[config.mk]
export PLATFORM = sky130hd
export DESIGN_NAME = display_scanout_ctrl
export DESIGN_NICKNAME = d
export VERILOG_FILES = /design/src/rtl/display_pkg.sv /design/src/rtl/display_line_addr_gen.sv /design/src/rtl/display_scanout_ctrl.sv
export SDC_FILE = /design/constraint.sdc
export NUM_CORES = 1
export LEC_CHECK = 0
export ABC_AREA = 1
export CAP_MARGIN = 20
export CORE_MARGIN = 2
export CORE_UTILIZATION = 50
export DETAILED_ROUTE_END_ITERATION = 10
export GPL_TIMING_DRIVEN = 0
export PLACE_DENSITY_LB_ADDON = 0.2
export SLEW_MARGIN = 40
export SYNTH_ARGS = -nofsm -noshare
export SYNTH_HDL_FRONTEND = slang
export SYNTH_HIERARCHICAL = 1
export SYNTH_SLANG_ARGS = --single-unit
[constraint.sdc]
create_clock -name clk_pixel -period 2.3 [get_ports clk_pixel]
set_clock_uncertainty 0.1 [all_clocks]
set_input_delay 0.46 -clock clk_pixel [delete_from_list [all_inputs] [get_ports clk_pixel]]
set_output_delay 0.46 -clock clk_pixel [all_outputs]
set_load 0.01 [all_outputs]
[src/rtl/display_pkg.sv]
// Shared display pipeline types and default 640x480 timing constants.
package display_pkg;

  localparam int unsigned DEFAULT_H_RES   = 640;
  localparam int unsigned DEFAULT_V_RES   = 480;
  localparam int          DEFAULT_FETCH_X = -150;
  localparam int unsigned DEFAULT_FB0     = 0;
  localparam int unsigned DEFAULT_FB1     = 307200;
  localparam int unsigned FB_ADDR_WIDTH   = 20;

  typedef logic [FB_ADDR_WIDTH-1:0] fb_addr_t;

  typedef enum logic {
    SCAN_IDLE,
    SCAN_REQ
  } scan_state_e;

endpackage

[src/rtl/display_line_addr_gen.sv]
// Framebuffer line address accumulator: reloads to a base on frame start and
// advances by one source line per fetch trigger.
module display_line_addr_gen #(
  parameter int unsigned           ADDR_WIDTH = 20,
  parameter int unsigned           STEP       = 640,
  parameter logic [ADDR_WIDTH-1:0] RESET_BASE = '0
) (
  input  logic                  clk,
  input  logic                  rst,
  input  logic                  reload,
  input  logic [ADDR_WIDTH-1:0] reload_base,
  input  logic                  step,
  output logic [ADDR_WIDTH-1:0] line_addr
);

  localparam logic [ADDR_WIDTH-1:0] STEP_W = ADDR_WIDTH'(STEP);

  always_ff @(posedge clk) begin
    if (rst) begin
      line_addr <= RESET_BASE;
    end else if (reload) begin
      line_addr <= reload_base;
    end else if (step) begin
      line_addr <= line_addr + STEP_W;
    end
  end

endmodule

[src/rtl/display_scanout_ctrl.sv]
// Scanout controller: one line fetch per active line, one line ahead of display,
// plus frame-aligned front/back swaps. Option macro: SCANOUT_LINE_DOUBLE_EN.
module display_scanout_ctrl
  import display_pkg::*;
#(
  parameter int unsigned COORDINATE_WIDTH = 16,
  parameter int unsigned ADDR_WIDTH       = FB_ADDR_WIDTH,
  parameter int unsigned HORIZONTAL_RES   = DEFAULT_H_RES,
  parameter int unsigned VERTICAL_RES     = DEFAULT_V_RES,
  parameter int          FETCH_X          = DEFAULT_FETCH_X,
  parameter int unsigned FB0_BASE         = DEFAULT_FB0,
  parameter int unsigned FB1_BASE         = DEFAULT_FB1
) (
  input  logic                               clk_pixel,
  input  logic                               rst_pixel,
  input  logic                               frame,
  input  logic signed [COORDINATE_WIDTH-1:0] sx,
  input  logic signed [COORDINATE_WIDTH-1:0] sy,
  input  logic                               swap_req,
  output logic                               swap_ack,
  output logic                               fb_front,
  output logic                               fetch_valid,
  input  logic                               fetch_ready,
  output logic [ADDR_WIDTH-1:0]              fetch_addr,
  output logic [COORDINATE_WIDTH-1:0]        fetch_len,
  output logic                               fetch_buf,
  output logic                               rd_buf,
  output logic                               underrun
);

  localparam int unsigned CW = COORDINATE_WIDTH;
`ifdef SCANOUT_LINE_DOUBLE_EN
  localparam int unsigned LINE_PIXELS = HORIZONTAL_RES / 2;
`else
  localparam int unsigned LINE_PIXELS = HORIZONTAL_RES;
`endif
  localparam logic signed [CW-1:0] FETCH_X_C = CW'(FETCH_X);
  localparam logic signed [CW-1:0] V_LAST    = CW'(VERTICAL_RES - 1);
  localparam logic signed [CW-1:0] ONE       = CW'(1);
  localparam logic [ADDR_WIDTH-1:0] FB0_A    = ADDR_WIDTH'(FB0_BASE);
  localparam logic [ADDR_WIDTH-1:0] FB1_A    = ADDR_WIDTH'(FB1_BASE);

  scan_state_e state, state_next;

  logic signed [CW-1:0]  line_next;
  logic                  trigger;
  logic                  line_half;
  logic                  rd_half;
  logic                  swap_pending;
  logic                  swap_hit;
  logic                  front_next;
  logic [ADDR_WIDTH-1:0] line_addr;

  assign line_next = sy + ONE;

`ifdef SCANOUT_LINE_DOUBLE_EN
  // Each source line is shown twice, so only even target lines fetch.
  assign trigger   = (sx == FETCH_X_C) && !line_next[CW-1] && (line_next <= V_LAST)
                     && !line_next[0];
  assign line_half = line_next[1];
  assign rd_half   = sy[1];
`else
  assign trigger   = (sx == FETCH_X_C) && !line_next[CW-1] && (line_next <= V_LAST);
  assign line_half = line_next[0];
  assign rd_half   = sy[0];
`endif

  assign fetch_len = CW'(LINE_PIXELS);

  // A request on the frame cycle itself is folded into this frame's swap.
  assign swap_hit   = frame && (swap_pending || swap_req);
  assign front_next = fb_front ^ swap_hit;

  always_ff @(posedge clk_pixel) begin
    if (rst_pixel) begin
      swap_pending <= 1'b0;
      fb_front     <= 1'b0;
      swap_ack     <= 1'b0;
    end else begin
      swap_ack <= swap_hit;
      fb_front <= front_next;
      if (frame) begin
        swap_pending <= 1'b0;
      end else if (swap_req) begin
        swap_pending <= 1'b1;
      end
    end
  end

  display_line_addr_gen #(
    .ADDR_WIDTH (ADDR_WIDTH),
    .STEP       (LINE_PIXELS),
    .RESET_BASE (FB0_A)
  ) u_addr_gen (
    .clk         (clk_pixel),
    .rst         (rst_pixel),
    .reload      (frame),
    .reload_base (front_next ? FB1_A : FB0_A),
    .step        (trigger),
    .line_addr   (line_addr)
  );

  always_ff @(posedge clk_pixel) begin
    if (rst_pixel) begin
      state <= SCAN_IDLE;
    end else begin
      state <= state_next;
    end
  end

  always_comb begin
    state_next = state;
    unique case (state)
      SCAN_IDLE: if (trigger)     state_next = SCAN_REQ;
      SCAN_REQ:  if (fetch_ready) state_next = SCAN_IDLE;
      default:                    state_next = SCAN_IDLE;
    endcase
  end

  always_comb begin
    fetch_valid = (state == SCAN_REQ);
  end

  // Request fields latch only from IDLE; a trigger during REQ is dropped.
  always_ff @(posedge clk_pixel) begin
    if (rst_pixel) begin
      fetch_addr <= '0;
      fetch_buf  <= 1'b0;
      underrun   <= 1'b0;
      rd_buf     <= 1'b0;
    end else begin
      rd_buf   <= rd_half;
      underrun <= trigger && (state == SCAN_REQ);
      if (trigger && (state == SCAN_IDLE)) begin
        fetch_addr <= line_addr;
        fetch_buf  <= line_half;
      end
    end
  end

endmodule
# --- After elaboration in Yosys (flattened, before gate mapping) ---
# Index checks and enable logic that the tools add are counted.
op_classes:
  addsub: 2
  order_cmp: 1
  eq_ne: 1
  n_mux: 6
  bitwise: 2
  n_reduce_logical: 9
op_table:
  columns: ["op", "n"]
  rows:
  - ["$mux W20", 2]
  - ["$add A20 B10 Y20 const B", 1]
  - ["$mux W19", 1]
  - ["$add A16 B2 Y16 const B", 1]
  - ["$eq A16 B9 Y1 const B", 1]
  - ["$le A16 B10 Y1 const B", 1]
  - ["$logic_and A1 B1 Y1", 5]
  - ["$mux W1", 2]
  - ["$pmux W1 S2", 1]
  - ["$reduce_bool A2 Y1", 1]
  - ["$reduce_or A2 Y1", 1]
  - ["$logic_not A1 Y1", 1]
  - ["$logic_or A1 B1 Y1", 1]
  - ["$not A1 Y1", 1]
  - ["$xor A1 B1 Y1", 1]
totals:
  regBits: 47
  inputBits: 37
  out_inout_bits: 42
  elab_cells: 30

# --- Depth between registers and ports, before layout ---
logic_depth:
  depth_word: 6
  mapped_depth: 17
  mapped_depth_nobuf: 17

# --- Hierarchy ---
# The synthesis kept the hierarchy.
by_module_without_submodules:
  columns: ["mod", "n_inst", "cells_per_inst", "area_per_inst_um2", "seq_area_each_um2"]
  rows:
  - ["display_scanout_ctrl", 1, 348, 1994.4, 540.5]
  - ["display_line_addr_gen", 1, 156, 1082.3, 400.4]

# --- Least setup slack after synthesis ---
# OpenSTA, ideal clock, no wires.
synth_timing:
  kind: "input port to flip-flop"
  start: "input sy[2]"
  end: "register u_addr_gen.line_addr[17]"
  setup_time_ns: 0.120
  arrival_time_ns: 1.771
  required_ns: 2.080
  slack_ns: 0.309
  path_stages: 14
  n_path_buf: 1
  cell_sequence: "nand3_1 -> nor2_1 -> nand3_1 -> nand2_1 -> nand2_1 -> nor2_1 -> nand2_1 -> nor2_4 -> nand2_1 -> inv_1 -> nor2_1 -> clkbuf_8 -> a22oi_1 -> a21oi_2"
synth_between:
  elab_chain_len: 5
  elab_cells_between_ends: 6
  cone_classes: "add/sub: 1; order compare: 1; reduce/logical: 4"
synth_rtl:
  columns: ["item", "line", "text"]
  rows:
  - ["start: declaration", "display_scanout_ctrl.sv:18", "input logic signed [COORDINATE_WIDTH-1:0] sy,"]
  - ["$add A16 B2 Y16 (*)", "display_scanout_ctrl.sv:54", "assign line_next = sy + ONE;"]
  - ["parallel branches: the longest is 2 deep, another holds $le A16 B10 Y1", null, null]
  - ["$logic_and A1 B1 Y1 (*)", "display_scanout_ctrl.sv:63", "assign trigger = (sx == FETCH_X_C) && !line_next[CW-1] && (line_next <= V_LAST);"]
  - ["named net trigger", "display_scanout_ctrl.sv:46", "logic trigger;"]
  - ["$reduce_bool A2 Y1 (no line) (*)", null, null]
  - ["end signal: assignment", "display_line_addr_gen.sv:22", "line_addr <= reload_base;"]
  - ["end signal: assignment", "display_line_addr_gen.sv:24", "line_addr <= line_addr + STEP_W;"]
  - ["end: declaration", "display_line_addr_gen.sv:13", "output logic [ADDR_WIDTH-1:0] line_addr"]
# Mark *: on every way through the listed nets, which the timed path passes.
# A chain may end at the register's enable or synchronous reset.

# --- Worst setup path in the final report ---
layout_timing:
  start: "input sy[14]"
  end: "register u_addr_gen.line_addr[12]"
# The elaborated chain is that of the path after synthesis.

==> results.md <==
Critical path:
- The critical path contains buffers and inverters numbering 4 combined.
- STA puts the critical path data required time at 2.40 ns.
- Among all stages on the critical path, the largest delay is contributed by sky130_fd_sc_hd__clkdlybuf4s50_1.
- In this run the number of cells on the critical path is 13.
- In this run the worst path has a maximum fanout of 5.
- In this design, the largest share of critical-path delay is due to buffers and inverters.
- The critical path goes through clkdlybuf4s50_1 -> inv_1 -> nor2_1 -> nand3_1 -> nor2_1 -> nand2_1 -> a21oi_4 -> nand2_4 -> inv_6 -> nor2_4 -> clkbuf_16 -> a22oi_2 -> a21oi_1.
- The timing endpoint of the critical path is u_addr_gen/line_addr[12].
- The critical path is of the input pin to flip-flop type.
- The register-to-register setup slack is 0.80 ns.
- STA classifies the critical path endpoint as a flip-flop.
- The kind of start point of the critical path is an input pin.
- At the worst endpoint, the arrival time is 2.27 ns.
- The cell type with the highest occurrence count on the critical path is sky130_fd_sc_hd__nor2_1.
- The launch point of the worst reg-to-reg path is swap_pending.
- The endpoint identified for the worst register-to-register timing path is u_addr_gen/line_addr[12].
- The critical path starts at sy[14].
- Counting cells, the worst reg-to-reg path comes to 5.
- The peak per-stage delay on the critical path is 0.45 ns.

Timing:
- The ratio of final minimum period to clock period is 94.23%.
- The smallest clock period supported by the final layout is computed as 2.167 ns.
- The total count of max-transition violations in the final report came to 0.
- The highest achievable clock rate is 461.4 MHz.
- The final count of hold timing violations is 0.
- Hold timing on the final database bottoms out at a slack of 0.3426 ns.
- The setup violation total in the final timing report is 0.

Global route:
- The first-pass GRT wire length is 11.97 mm.
- The via count of the first global-routing pass was 2722.
- The number of antenna violations at the first check in global routing came to 0.
- Global routing consumed, over all layers together, 22.40% of the routing resources.
- For this run the aggregate overflow at the end of global routing stands at 0.
- The maximum number of pins on one net before global-route repair is 17.

Synthesis:
- Of all flip-flops after synthesis, the portion carrying an async set or reset was 0%.
- Among all flip-flop cells after synthesis, the most frequent one is sky130_fd_sc_hd__dfxtp_1.
- Of all cell types, the one taking the most synthesized area is sky130_fd_sc_hd__dfxtp_1.
- The average cell area after synthesis is 6.105 um^2.
- By area the synthesized netlist is led by sky130_fd_sc_hd__dfxtp_1 (31%), sky130_fd_sc_hd__nand2_1 (14%), sky130_fd_sc_hd__inv_1 (12%).
- The fraction of synthesized cell area taken by the top area cell type is 30.58%.
- The number of different library cells used by synthesis comes to 31.
- Yosys mapped a number of flops with a built-in enable equal to 0.
- The total of flip-flops plus latches after synthesis is 47.
- The sequential fraction of the synthesis area is 30.58%.
- The cell area that synthesis handed to floorplanning was 3077 um^2.
- Synthesis produced 504 cells.
- For this run, the number of Yosys warnings is 6.

Final layout:
- The most common cell after layout, fill and taps aside is sky130_fd_sc_hd__nand2_1.
- Of the cells placed in the final design, the portion with a size suffix greater than 1 is 16.45%.
- The number of antenna diodes in the final layout is 0.
- The synthesis-to-finish area growth is 36.84%.
- After the last flow step, the layout net total stands at 645.
- The finished layout holds 683 standard cells, fillers aside.
- The fill cell instance count of the final layout is 517.
- The area of combinational cells with multiple inputs is 1785 um^2.
- The sequential cells in the finished layout cover a total of 940.9 um^2.
- The library cells used most frequently in the layout, excluding fill and tap cells, are sky130_fd_sc_hd__nand2_1 (110), sky130_fd_sc_hd__inv_1 (96), sky130_fd_sc_hd__nor2_1 (73).

Power and ir drop:
- The power density of the placed cells is 433.5 nW/um^2.
- Across the VDD grid, the largest voltage drop is 400.5 uV.
- Overall power consumption after layout is estimated at 1825 uW.
- Summed over all cells, the static leakage comes to 0.001984 uW.

Clocking:
- The tree built by TritonCTS fans out to 47 sinks.
- TritonCTS built the clock tree.
- The buffer depth of the longest clock path is 2.
- The maximum level of the CTS H-tree is 2.
- For the worst-skew pair, the clock arrives at the later sink with an insertion delay of 0.31 ns.
- The root buffer cell is sky130_fd_sc_hd__clkbuf_8.
- The clock-pin transition on the worst setup and hold timing paths is 0.09 ns.
- Counting the buffers created by CTS gives 5.

Floorplanning:
- The number of rows created at floorplan is 28.
- The chip width is 82.45 um.
- The floorplan step set the die height to 82.45 um.
- For this design the top-level I/O count stands at 79.
- The full die area is 6797 um^2.
- The core region is 5921 um^2.
- The effective utilization at floorplan is 51.97%.

Drt:
- For this run, the detailed router's first-pass iteration total came to 4.
- Once detail routing completed, the nets flagged for antenna violations numbered 0.
- The first routing iteration left 150 violations.
- The per-cell routed wire length is 11.02 um.
- The number of vias per cell after detailed routing is 4.615.
- The via count is 3152.
- The final layout contains routed wiring with a total length of 7.524 mm.
- The number of remaining DRC errors is 0.

Hold path:
- Counting instances, the worst hold path has a depth of 3.
- The source of the worst hold timing path is sy[0].
- The class of the most critical hold timing path is input pin to flip-flop.

Place:
- The detailed placement HPWL is 5.613 mm.
- The routability-driven placement congestion ratio is 0.8681.
- The number of buffers inserted by port buffering is 62.
- The cell count after placement is 671.

Run status:
- The run finished with clean final reports.

Job:
- Max-cap violations in this run came to 0.
-- how the worst min path moves through the flow --
| stage | to | slack (ns) |
|---|---|---|
| final | rd_buf | 0.34 |
| after global routing | rd_buf | 0.36 |
| after CTS | swap_pending | 0.40 |
| after detailed placement | swap_pending | 0.38 |
| after global placement | swap_pending | 0.37 |
| after floorplan | swap_pending | 0.36 |
-- sequential cells by signal, indices dropped and copies added, names as in the netlist --
signal and cells:
fetch_valid 1, swap_ack 1, rd_buf 1, fetch_addr 20, u_addr_gen/line_addr 20, fetch_buf 1
swap_pending 1, underrun 1, fb_front 1
-- layout make-up --
class / instances / share of cell area (%)
Tap cell: 75 / 2.229
Timing Repair inverter: 1 / 0.1189
Multi-Input combinational cell: 358 / 42.41
Clock inverter: 3 / 1.129
Clock buffer: 5 / 1.634
Inverter: 101 / 9.242
Buffer: 28 / 5.052
Sequential cell: 47 / 22.35
Timing Repair Buffer: 65 / 15.84
-- synth_stat cells (2+ instances only) --
master	instances
sky130_fd_sc_hd__a21oi_1	9
sky130_fd_sc_hd__a21oi_2	2
sky130_fd_sc_hd__a22oi_1	8
sky130_fd_sc_hd__a31oi_1	3
sky130_fd_sc_hd__buf_1	4
sky130_fd_sc_hd__buf_2	3
sky130_fd_sc_hd__buf_4	16
sky130_fd_sc_hd__buf_6	3
sky130_fd_sc_hd__clkbuf_8	2
sky130_fd_sc_hd__conb_1	2
sky130_fd_sc_hd__dfxtp_1	47
sky130_fd_sc_hd__inv_1	98
sky130_fd_sc_hd__inv_2	2
sky130_fd_sc_hd__nand2_1	116
sky130_fd_sc_hd__nand2_2	20
sky130_fd_sc_hd__nand3_1	45
sky130_fd_sc_hd__nand4_1	10
sky130_fd_sc_hd__nor2_1	82
sky130_fd_sc_hd__nor2_2	4
sky130_fd_sc_hd__nor2_4	6
sky130_fd_sc_hd__o21ai_0	11
sky130_fd_sc_hd__xor2_1	2
-- repair_timing --
action | in CTS | in global routing
pin swaps | 6 | 9
buffers inserted | 2 | 0
gates resized for setup | 22 | 37
hold endpoints to repair | 0 | 0
cloned | 0 | 2
hold buffers | 0 | 0
setup endpoints to repair | 13 | 35
-- stage by stage --
| stage | TNS (ns) | worst slack (ns) | utilization (%) | cell area [um^2] |
|---|---|---|---|---|
| floorplan | 0 | 0.3088 | - | 3189 |
| global placement | -13.10 | -0.5972 | 65.93 | 3904 |
| detailed placement | -13.47 | -0.6134 | 65.93 | 3904 |
| CTS | 0 | 0.001127 | 68.74 | 4070 |
| global route | -0.009417 | -0.009417 | 71.11 | 4210 |
| finish | 0 | 0.1326 | 71.11 | 4210 |
-- logic make-up (layout without fill, tap and decap cells) --
group / after synthesis / count (layout) / synth area share, %
DFF: 47 / 47 / 30.58
and+or+nand+nor: 286 / 286 / 41.56
buffers and inverters: 129 / 203 / 19.24
xor gates and xnor gates: 3 / 3 / 0.8542
other: 2 / 32 / 0.2441
adders and majority gates: 1 / 1 / 0.4066
AOI/OAI and AO/OA: 36 / 36 / 7.117
-- worst register-to-register path: stages, from the launching register on --
cell and delay, ns:
sky130_fd_sc_hd__dfxtp_1 0.32, sky130_fd_sc_hd__o21ai_0 0.32, sky130_fd_sc_hd__xor2_1 0.23, sky130_fd_sc_hd__inv_1 0.14
sky130_fd_sc_hd__a22oi_2 0.20, sky130_fd_sc_hd__a21oi_1 0.09
-- metal layers --
| layer | global-route usage [%] | part of all wire (%) | vias to the layer above |
|---|---|---|---|
| met5 | 0 | 0 | - |
| li1 | - | - | 1691 |
| met2 | 36.61 | 46 | 88 |
| met3 | 3.587 | 6.0 | 8 |
| met1 | 30.87 | 47 | 1365 |
| met4 | 5.333 | 0.94 | 0 |
-- where the power goes --
part | switching, uW | internal (uW)
logic | 172 | 145
registers | 28.6 | 841
clock network | 309 | 330
Power figures use the tool's default switching activity.
